==> src/rtl/fcpu_pkg.sv <==
// Shared widths and functional-unit indices for the CPU datapath, plus the
// round-robin pointer helper used by the CDB arbiter and issue arbitration.
package fcpu_pkg;

    localparam int RSV_ID_W    = 4;
    localparam int DATA_W      = 32;
    localparam int CDB_W       = RSV_ID_W + DATA_W;
    localparam int N_CDB_UNITS = 4;

    localparam int U_ALU = 0;
    localparam int U_BR  = 1;
    localparam int U_MEM = 2;
    localparam int U_FPU = 3;

    typedef logic [CDB_W-1:0] cdb_word_t;

    // The pointer wraps modulo the unit count, which need not be a power of two.
    function automatic int rr_wrap_inc(input int idx, input int n);
        return (idx == n - 1) ? 0 : idx + 1;
    endfunction

endpackage

==> src/rtl/rr_arbiter.sv <==
// Combinational round-robin arbiter: the first requester at or after ptr
// wins, wrapping back to the lowest requester when none sits above ptr.
module rr_arbiter #(
    parameter int N     = 4,
    parameter int PTR_W = $clog2(N)
) (
    input  logic [N-1:0]     req,
    input  logic [PTR_W-1:0] ptr,
    output logic [N-1:0]     grant,
    output logic [PTR_W-1:0] grant_idx
);

    logic             hi_found;
    logic             lo_found;
    logic [PTR_W-1:0] hi_idx;
    logic [PTR_W-1:0] lo_idx;

    // Two searches in one pass: the lowest requester overall, and the lowest
    // requester at or above ptr; the latter takes precedence.
    always_comb begin
        hi_found = 1'b0;
        lo_found = 1'b0;
        hi_idx   = '0;
        lo_idx   = '0;
        for (int j = 0; j < N; j++) begin
            if (req[j] && !lo_found) begin
                lo_found = 1'b1;
                lo_idx   = PTR_W'(j);
            end
            if (req[j] && !hi_found && (PTR_W'(j) >= ptr)) begin
                hi_found = 1'b1;
                hi_idx   = PTR_W'(j);
            end
        end
        grant_idx = hi_found ? hi_idx : lo_idx;
    end

    always_comb begin
        grant = '0;
        for (int j = 0; j < N; j++) begin
            grant[j] = req[j] && (grant_idx == PTR_W'(j));
        end
    end

endmodule

==> src/rtl/cdb_arbiter.sv <==
// Common data bus arbiter: picks one execution-unit result per cycle in
// round-robin order and broadcasts it from a register one cycle later.
module cdb_arbiter
    import fcpu_pkg::*;
#(
    parameter int N_UNITS = N_CDB_UNITS,
    parameter int CDB_W   = fcpu_pkg::CDB_W
) (
    input  logic                     clk,
    input  logic                     rst,
    input  logic [N_UNITS*CDB_W-1:0] u_cdb,
    input  logic [N_UNITS-1:0]       u_valid,
    output logic [N_UNITS-1:0]       u_ready,
    output logic [CDB_W-1:0]         cdb,
    output logic                     cdb_valid,
    output logic [N_UNITS*16-1:0]    grant_cnt
);

    localparam int PTR_W = $clog2(N_UNITS);

    logic [PTR_W-1:0] rr_ptr;
    logic [N_UNITS-1:0] req;
    logic [N_UNITS-1:0] grant;
    logic [PTR_W-1:0] grant_idx;
    logic any_grant;
    logic [CDB_W-1:0] words [N_UNITS];
    logic [15:0] cnt [N_UNITS];

    // Masking requests during reset keeps producers' results pending.
    assign req       = rst ? '0 : u_valid;
    assign u_ready   = grant;
    assign any_grant = |grant;

    for (genvar k = 0; k < N_UNITS; k++) begin : g_unit
        assign words[k]              = u_cdb[k*CDB_W +: CDB_W];
        assign grant_cnt[k*16 +: 16] = cnt[k];
    end

    rr_arbiter #(
        .N     (N_UNITS),
        .PTR_W (PTR_W)
    ) u_rr (
        .req       (req),
        .ptr       (rr_ptr),
        .grant     (grant),
        .grant_idx (grant_idx)
    );

    always_ff @(posedge clk) begin
        if (rst) begin
            cdb       <= '0;
            cdb_valid <= 1'b0;
            rr_ptr    <= '0;
        end else if (any_grant) begin
            cdb       <= words[grant_idx];
            cdb_valid <= 1'b1;
            rr_ptr    <= PTR_W'(rr_wrap_inc(int'(grant_idx), N_UNITS));
        end else begin
            cdb_valid <= 1'b0;
        end
    end

    always_ff @(posedge clk) begin
        for (int k = 0; k < N_UNITS; k++) begin
            if (rst) begin
                cnt[k] <= '0;
            end else if (grant[k]) begin
                cnt[k] <= cnt[k] + 16'd1;
            end
        end
    end

endmodule

==> config.mk <==
export PLATFORM = sky130hd
export DESIGN_NAME = cdb_arbiter
export DESIGN_NICKNAME = d
export VERILOG_FILES = /design/src/rtl/fcpu_pkg.sv /design/src/rtl/rr_arbiter.sv /design/src/rtl/cdb_arbiter.sv
export SDC_FILE = /design/constraint.sdc
export NUM_CORES = 1
export LEC_CHECK = 0
export ABC_CLOCK_PERIOD_IN_PS = 4800
export CORE_MARGIN = 8
export CORE_UTILIZATION = 40
export DETAILED_ROUTE_END_ITERATION = 8
export GPL_ROUTABILITY_DRIVEN = 1
export PLACE_DENSITY = 0.77
export SYNTH_ARGS = -nofsm -noshare
export SYNTH_HDL_FRONTEND = slang
export SYNTH_HIERARCHICAL = 1
export SYNTH_SLANG_ARGS = --single-unit
==> constraint.sdc <==
create_clock -name clk -period 4.8 [get_ports clk]
set_input_delay 0.72 -clock clk [delete_from_list [all_inputs] [get_ports clk]]
set_output_delay 0.72 -clock clk [all_outputs]
set_load 0.01 [all_outputs]
==> impl_results.md <==
- Maximum clock path buffer count: 2
- Slew Limit Fails: 0
- Period minus WS final: 3.53 ns
- Core ar.: 0.0143 sq mm
- Share of post-route cells with drive strength above 1: 0.0888
- Leak: 3.04 nW
- Antenna-violating nets left: 0
- Worst setup path endpoint: u_ready[0]
- Largest family of logic cells by synthesized area: simple AND/OR/NAND/NOR gates
- PD cells: 284 mW/mm^2
- Die width: 136 microns
- Pin count of the biggest net entering global routing: 46
- Total clock sinks: 103
- Filler Cells Inserted: 1184
- Worst setup EP type: output pin
- Seq/Total Area, Yosys: 0.469
- Overall die height: 136 microns
- Clock-pin transition on the worst setup and hold timing paths: 0.06 ns
- Hold Vio Cnt, Final: 0
- Ports: 255
- Clk Latency, worst-skew pair: 0.34 ns
- Finished Layout Cells: 984
- R2r startpoint: rr_ptr[0]$_SDFFE_PP0P_
- Synth-to-Final Area Change: 52.0%
- Async set-or-reset flop fraction in the synthesized netlist: 0
- Multi-input logic area: 0.00292 sq mm
- Antenna violations before repair: 1
- Overflow after GRT: 0
- Fmax achieved: 283 MHz
- Starting Density: 0.402
- Critical path launch point: rst
- Arr. time, crit path: 2.81 ns
- GPL Wtd Cong: 0.869
- Synth unique cells: 45
- # DRC: 0
- Syn nets: 709
- Post-synth top cells: nand2_1 (98), edfxtp_1 (64), nor2_1 (61)
- Most numerous cell in the Yosys netlist: nand2_1
- Post-synth EDFFs: 64
- Final worst setup slack: 1.27 ns
- Vias: 5279
- Rows: 44
- Main area contributors after synthesis: edfxtp_1 (33%), mux4_2 (14%), dfxtp_1 (14%), nand2_1 (6.4%), a21oi_1 (4.3%)
- Placed insts: 968
- Clock Skews: 0.00828 ns
- Post-layout nets: 950
- Wirelength per Cell: 19.4 microns
- Synthesized area per cell: 10.4 sq um
- Total negative slack: 0 ns
- Critical-path maximum fanout: 45
- First-pass GRT wire length: 29.8 mm
- Detailed placement HPWL: 15.1 mm
- FF+latch count, synth: 103
- DR iter-0 viols: 302
- Synth Area in XOR/XNOR: 0.0624
- Vias in the first global route: 5543
- Simple-gate share of the synthesized area: 0.208
- Post-Synth Adder-Cell Area: 0.0109
- RSZ-0062 raised after global routing: false
- WP data required: 4.08 ns
- Cell Area, Placed: 0.00847 sq mm
- Max-Slew Margin vs Limit: 0.529
- Vias per cell: 5.36
- Setup Slack @ Placement: 1.14 ns
- Final core occ: 0.611
- Status: finished clean
- Mux share of post-synthesis cell area: 0.147
- Maxcap violations: 0
- H-tree depth: 3
- Hold buffers post-CTS: 0
- Kind of critical path: input pin to output pin
- R2R setup slack: 2.29 ns
- Fin crit share: 0.736
- Post-synth top area cell: edfxtp_1
- Tot GR Track Use: 0.205
- Compound-Gate Fraction of Synth Area: 0.0734
- FF-to-FF End: cdb[12]$_SDFFE_PP0P_
- Port Buf Inserts: 254
- Root Buffer: clkbuf_16
- Ys flop type: edfxtp_1
- Post-CTS Setup Inserts: 0
- Die Area: 0.0185 sq mm
- Post-CTS sizing: 0
- Pre-antenna DRT Iters: 5
- CTS buffer count: 9
- Worst Reg2Reg Path Length in Cells: 7
- VDD IR-drop max: 0.156 mV
- CTS tree: built
- Worst-margin pin slew: 0.706 ns
- Mapped Area: 0.00576 sq mm
- Antenna cells: 0
- Startpoint types: input pin
- Final instance area: 0.00875 sq mm
- Syn. warnings: 6
- WL final: 19.1 mm
- Setup violators final: 0
- Synth Instances: 554
- Share of the synthesized area in the top cell type: 0.334
- Worst hold path type: register to register
- Reg area: 0.00270 sq mm
[per-layer routing]
layer  vias to the layer above  GRT usage  part of all wire
met3                        32     0.0724             0.087
li1                       2500          -                 -
met1                      2553      0.212              0.35
met4                         2     0.0750             0.024
met5                         -          0           0.00094
met2                       192      0.375              0.54
[sequential cells by signal, summed over array words and instances, names as in the netlist]
name       cells
cdb           36
cdb_valid      1
cnt           64
rr_ptr         2
[power breakdown]
| part | internal [W] | total (W) | switching [W] | leakage [nW] |
|---|---|---|---|---|
| logic | 0.000382 | 0.000664 | 0.000282 | 1.91 |
| registers | 0.00103 | 0.00110 | 0.0000770 | 0.998 |
| clock network | 0.000406 | 0.000716 | 0.000311 | 0.130 |
[through the flow]
step                      power [W]  hold slack, ns
final                       0.00248           0.449
after global routing        0.00260           0.466
after CTS                   0.00251           0.452
after detailed placement    0.00179           0.443
after global placement      0.00177           0.438
after floorplan             0.00142           0.476
[how the worst min path moves through the flow]
stage                    startpoint                    to  slack [ns]  depth (start not counted)
2_1_floorplan   cdb[0]$_SDFFE_PP0P_   cdb[0]$_SDFFE_PP0P_        0.48                          2
3_3_place_gp   cdb[27]$_SDFFE_PP0P_  cdb[27]$_SDFFE_PP0P_        0.44                          2
3_5_place_dp   cdb[33]$_SDFFE_PP0P_  cdb[33]$_SDFFE_PP0P_        0.44                          2
4_1_cts        cdb[33]$_SDFFE_PP0P_  cdb[33]$_SDFFE_PP0P_        0.45                          2
5_1_grt        cdb[32]$_SDFFE_PP0P_  cdb[32]$_SDFFE_PP0P_        0.47                          2
6_report        cdb[2]$_SDFFE_PP0P_   cdb[2]$_SDFFE_PP0P_        0.45                          2
[critical path, stage by stage]
cell and delay, ns:
buf_2 0.16, buf_4 0.45, nor2b_1 0.25, a211oi_1 0.31
o21a_1 0.29, clkdlybuf4s50_1 0.62
[kinds of logic (layout without fill, tap and decap cells)]
| kind of cell | after synthesis | after routing |
|---|---|---|
| DFF | 103 | 103 |
| adders and majority gates | 5 | 5 |
| muxes | 39 | 39 |
| AOI/OAI and AO/OA | 72 | 72 |
| xor gates and xnor gates | 41 | 41 |
| and+or+nand+nor | 254 | 254 |
| buffers and inverters | 40 | 286 |
[final cells by class]
type,instances,share of cell area
Multi-Input combinational cell,411,0.333
Inverter,11,0.00472
Timing Repair Buffer,259,0.294
Clock inverter,3,0.00515
Tap cell,184,0.0263
Sequential cell,103,0.309
Clock buffer,13,0.0274
[placed cells by master, fill, tap and decap left out, types with 11 or more instances in the layout]
cell type / n
nand2_1: 98
nor2_1: 61
dfxtp_1: 39
xor2_1: 25
nand4_1: 16
nand3_1: 21
inv_1: 11
clkdlybuf4s50_1: 253
mux4_2: 36
xnor2_1: 16
a21oi_1: 49
edfxtp_1: 64
No activity file was read; power rests on OpenSTA's default activity.
==> patch 1: new RTL, config.mk and constraints unchanged <==
The package constant `DATA_W` goes from 32 to 64.
--- a/src/rtl/fcpu_pkg.sv
+++ b/src/rtl/fcpu_pkg.sv
@@ -3,7 +3,7 @@
 package fcpu_pkg;
 
     localparam int RSV_ID_W    = 4;
-    localparam int DATA_W      = 32;
+    localparam int DATA_W      = 64;
     localparam int CDB_W       = RSV_ID_W + DATA_W;
     localparam int N_CDB_UNITS = 4;
 
Interface: changed (resized cdb and u_cdb); port bits go from 255 to 415. The function was not compared with the original's and may differ.
==> patch 1 against the original RTL <==
Largest cell class is now buffers. Utilization increased by 5.8 points. Sequential power rose by 29%. Cell area increased by 43%. Wire length grew 50%. Register-to-register slack got worse by 0.20 ns. Worst setup slack better by 0.043 ns. Critical path type unchanged. Total power grew 53%. Sequential cell count rose by 32. Cell count rose by 40%. Synthesized area is 33% higher.
==> patch 1: results (changes against the original RTL) <==
* Adder-cell share of the synthesized area at 0.00819 (-0.00268)
* Top routing layer used: met4
* Mux contribution to synthesized area at 0.203 (+0.0567)
* Logic pwr share at 0.284 (+0.017)
* Sequential cells at 135 (+31%)
* Multi-In Gates at 532 (+29%)
* Syn Inst Count at 734 (+32%)
* Top cells by area, synth: edfxtp_1 (25%), mux4_2 (20%), dfxtp_1 (19%)
* Outcome: finished, final reports clean
* Detailed Route Iter0 Violations at 455 (+51%)
* Syn Nets at 1017 (+43%)
* Signal buffers at 422 (+63%)
* Post-synth top cells: nand2_1 (155), a21oi_1 (79), dfxtp_1 (71)
* CP Max Fanout at 9 (-80%)
* WL met3 at 2350 um (+42%)
* CTS H-tree lvls at 4 (+1)
* Post-Synth XOR/XNOR Area at 0.0539 (-0.00848)
* Seq area share at 0.267 (-0.0417)
* Critical path's largest stage delay at 0.56 ns (-0.06 ns)
* TritonCTS Buffers at 17 (+8)
* Placed wire-length estimate at 22500 um (+49%)
* GRT Overall Usage at 0.238 (+0.0323)
* Met2 Use GR at 0.425 (+0.0505)
* Compound-Gate Fraction of Synth Area at 0.0717 (-0.00171)
* Seq group at 1.42 mW (+29%)
* Post-route cell area at 12500 um^2 (+43%)
* Clock latency on the worst-skew pair at 0.41 ns (+0.07 ns)
* Top Registers: cdb (68), cnt (64), rr_ptr (2)
* DRT met1 WL at 10900 um (+65%)
-- patch 1: cell count changes in the layout (fill, tap and decap cells not counted), moves of 16 or more --
cell	delta
clkdlybuf4s50_1	+160
nand2_1	+57
dfxtp_1	+32
mux4_2	+32
a21oi_1	+30
xnor2_1	+16
-- patch 1: path summary, 6_finish.rpt --
kind                          startpoint              endpoint  slack [ns]  cells past startpoint
setup / recovery              u_valid[3]            u_ready[2]        1.31                      6
hold / removal      cdb[13]$_SDFFE_PP0P_  cdb[13]$_SDFFE_PP0P_        0.45                      2
setup reg to reg  rr_ptr[0]$_SDFFE_PP0P_  cdb[24]$_SDFFE_PP0P_        2.09                      7
hold reg to reg     cdb[13]$_SDFFE_PP0P_  cdb[13]$_SDFFE_PP0P_        0.45                      2
-- patch 1: tightest hold or removal path: stages, from the launching register on --
cell,delay (ns)
dfxtp_1,0.31
nand2_1,0.05
a21oi_1,0.05
==> patch 2: new RTL, same settings <==
Made on the original files. Make the reset (`rst`) asynchronous in one clocked block.
--- a/src/rtl/cdb_arbiter.sv
+++ b/src/rtl/cdb_arbiter.sv
@@ -46,7 +46,7 @@
         .grant_idx (grant_idx)
     );
 
-    always_ff @(posedge clk) begin
+    always_ff @(posedge clk or posedge rst) begin
         if (rst) begin
             cdb       <= '0;
             cdb_valid <= 1'b0;
Function: differs if rst is asserted again (counterexample within 4 cycles, from zero or initial values and one cycle with rst high); with rst held inactive, the same outputs for 10 cycles.
==> patch 2 against the original RTL <==
Synthesized area rose by 1.5%. Worst setup slack lost 0.093 ns. Wire length is 3.3% lower. Critical path depth unchanged. Cell area rose by 1.2%. Register-to-register slack better by 0.12 ns. Hold slack gained 0.058 ns. Sequential cell count unchanged. Utilization increased by 0.27 points. Cell count is 8.3% lower. Clock skew rose by 0.0051 ns.
Power is not compared: it rests on default switching activity, and its combinational part moved more than twofold at a synthesized area within 25%.
==> patch 2: results (changes against the original RTL) <==
* Fill count at 1178 (-0.51%)
* Layout cells sized above 1 at 0.137 (+0.0479)
* Post-synth ARST share at 0.379 (+0.379)
* Slew @ Worst Pin at 0.628 ns (-0.0778 ns)
* Seq/Total Area, Yosys at 0.496 (+0.0264)
* CP Max Fanout at 9 (-80%)
* GRT Overall Usage at 0.199 (-0.00656)
* First-pass iteration count of the detailed router at 4 (-1)
* Clock latency on the worst-skew pair at between 0.3 and 0.4 ns
* Syn Nets at 616 (-13%)
* Gp weighted congestion at 0.834 (-4.0%)
* Fin Hold WS at 0.508 ns (+0.0583 ns)
* TritonCTS Buffers at 9 (unchanged)
* Top cells by area, synth: edfxtp_1 (33%), dfrtp_1 (17%), mux4_2 (12%)
* Placed wire-length estimate at 14700 um (-2.4%)
* Vias post-DR at 4869 (-7.8%)
* Distinct cell type count after synthesis at 40 (-11%)
* Detailed Route Iter0 Violations at 200 (-34%)
* Post-Route WL at 18500 um (-3.3%)
* YS warnings at 6 (unchanged)
* First-pass GRT wire length at 28700 um (-3.4%)
* Crit path DAT at 2.90 ns (+0.09 ns)
* Outcome: finished, final reports clean
* Fin nets at 867 (-8.7%)
* Clock root buffer: clkbuf_16
* Largest net degree at the start of global routing at 41 (-11%)
* I/O Buffers at 254 (unchanged)
* Post-synth top cells: edfxtp_1 (64), nor2_1 (58), dfrtp_1 (39)
* Max rail drop VDD at roughly 0.00027 V
* Clock skew at 0.0134 ns (+0.00512 ns)
* Vias in the first global route at 5339 (-3.7%)
* Worst R2R Setup Slack at 2.41 ns (+0.12 ns)
## patch 2: worst max-delay path, stage by stage
cell	delay [ns]
clkdlybuf4s50_1	0.56
nor2b_1	0.55
a21o_1	0.19
a21oi_1	0.07
o21a_1	0.29
clkdlybuf4s50_1	0.52
## patch 2: path summary, 6_finish.rpt
kind,to,start,depth (start not counted)
min,cdb[15]$_DFFE_PP0P_,cdb[15]$_DFFE_PP0P_,1
max in group asynchronous,cdb[29]$_DFFE_PP0P_,rst,3
min in group asynchronous,rr_ptr[0]$_DFFE_PP0P_,rst,2
max,u_ready[2],rst,6
min reg2reg,cdb[15]$_DFFE_PP0P_,cdb[15]$_DFFE_PP0P_,1
max reg2reg,cdb[5]$_DFFE_PP0P_,rr_ptr[0]$_DFFE_PP0P_,6
## patch 2: logic make-up (layout without fill, tap and decap cells)
group	count (synthesis)	in the layout	share of synthesized area
multiplexers	73	73	0.213
XOR/XNOR	51	51	0.0764
AO/OA/AOI/OAI	26	26	0.0302
adder cells (fa/ha/maj)	5	5	0.0107
buffers and inverters	31	287	0.0285
flip-flops	103	103	0.496
other	0	1	0
AND/OR/NAND/NOR	172	172	0.146
## patch 2: layout make-up
class                           count  share of cell area
Clock inverter                      7             0.00636
Tap cell                          184              0.0260
Timing Repair Buffer              258               0.292
Sequential cell                   103               0.327
Inverter                           13             0.00551
Multi-Input combinational cell    327               0.318
Clock buffer                        9              0.0254
Antenna cell                        1            0.000282
## patch 2: per-stage QoR
step | worst slack, ns | std cells | power [mW] | cell area, um^2
floorplan | 2.14 | 461 | 1.99 | 5850
global placement | 1.29 | 885 | 2.69 | 8570
detailed placement | 1.12 | 885 | 2.73 | 8570
CTS | 1.21 | 901 | 3.45 | 8860
global route | 1.00 | 902 | 3.60 | 8860
finish | 1.18 | 902 | 3.41 | 8860
## patch 2: per-layer routing
| metal | GRT usage | routed length [um] |
|---|---|---|
| met1 | 0.214 | 6730 |
| met2 | 0.350 | 9640 |
| met3 | 0.0701 | 1690 |
| met4 | 0.0791 | 412 |
| met5 | 0 | 0 |
## patch 2: power groups by stage
stage,Sequential (mW),Clock [mW],Combinational (mW)
global route,1.39,0.760,1.45
floorplan,1.44,0,0.553
finish,1.36,0.705,1.35
global placement,1.35,0,1.34
detailed placement,1.37,0,1.37
CTS,1.36,0.718,1.37
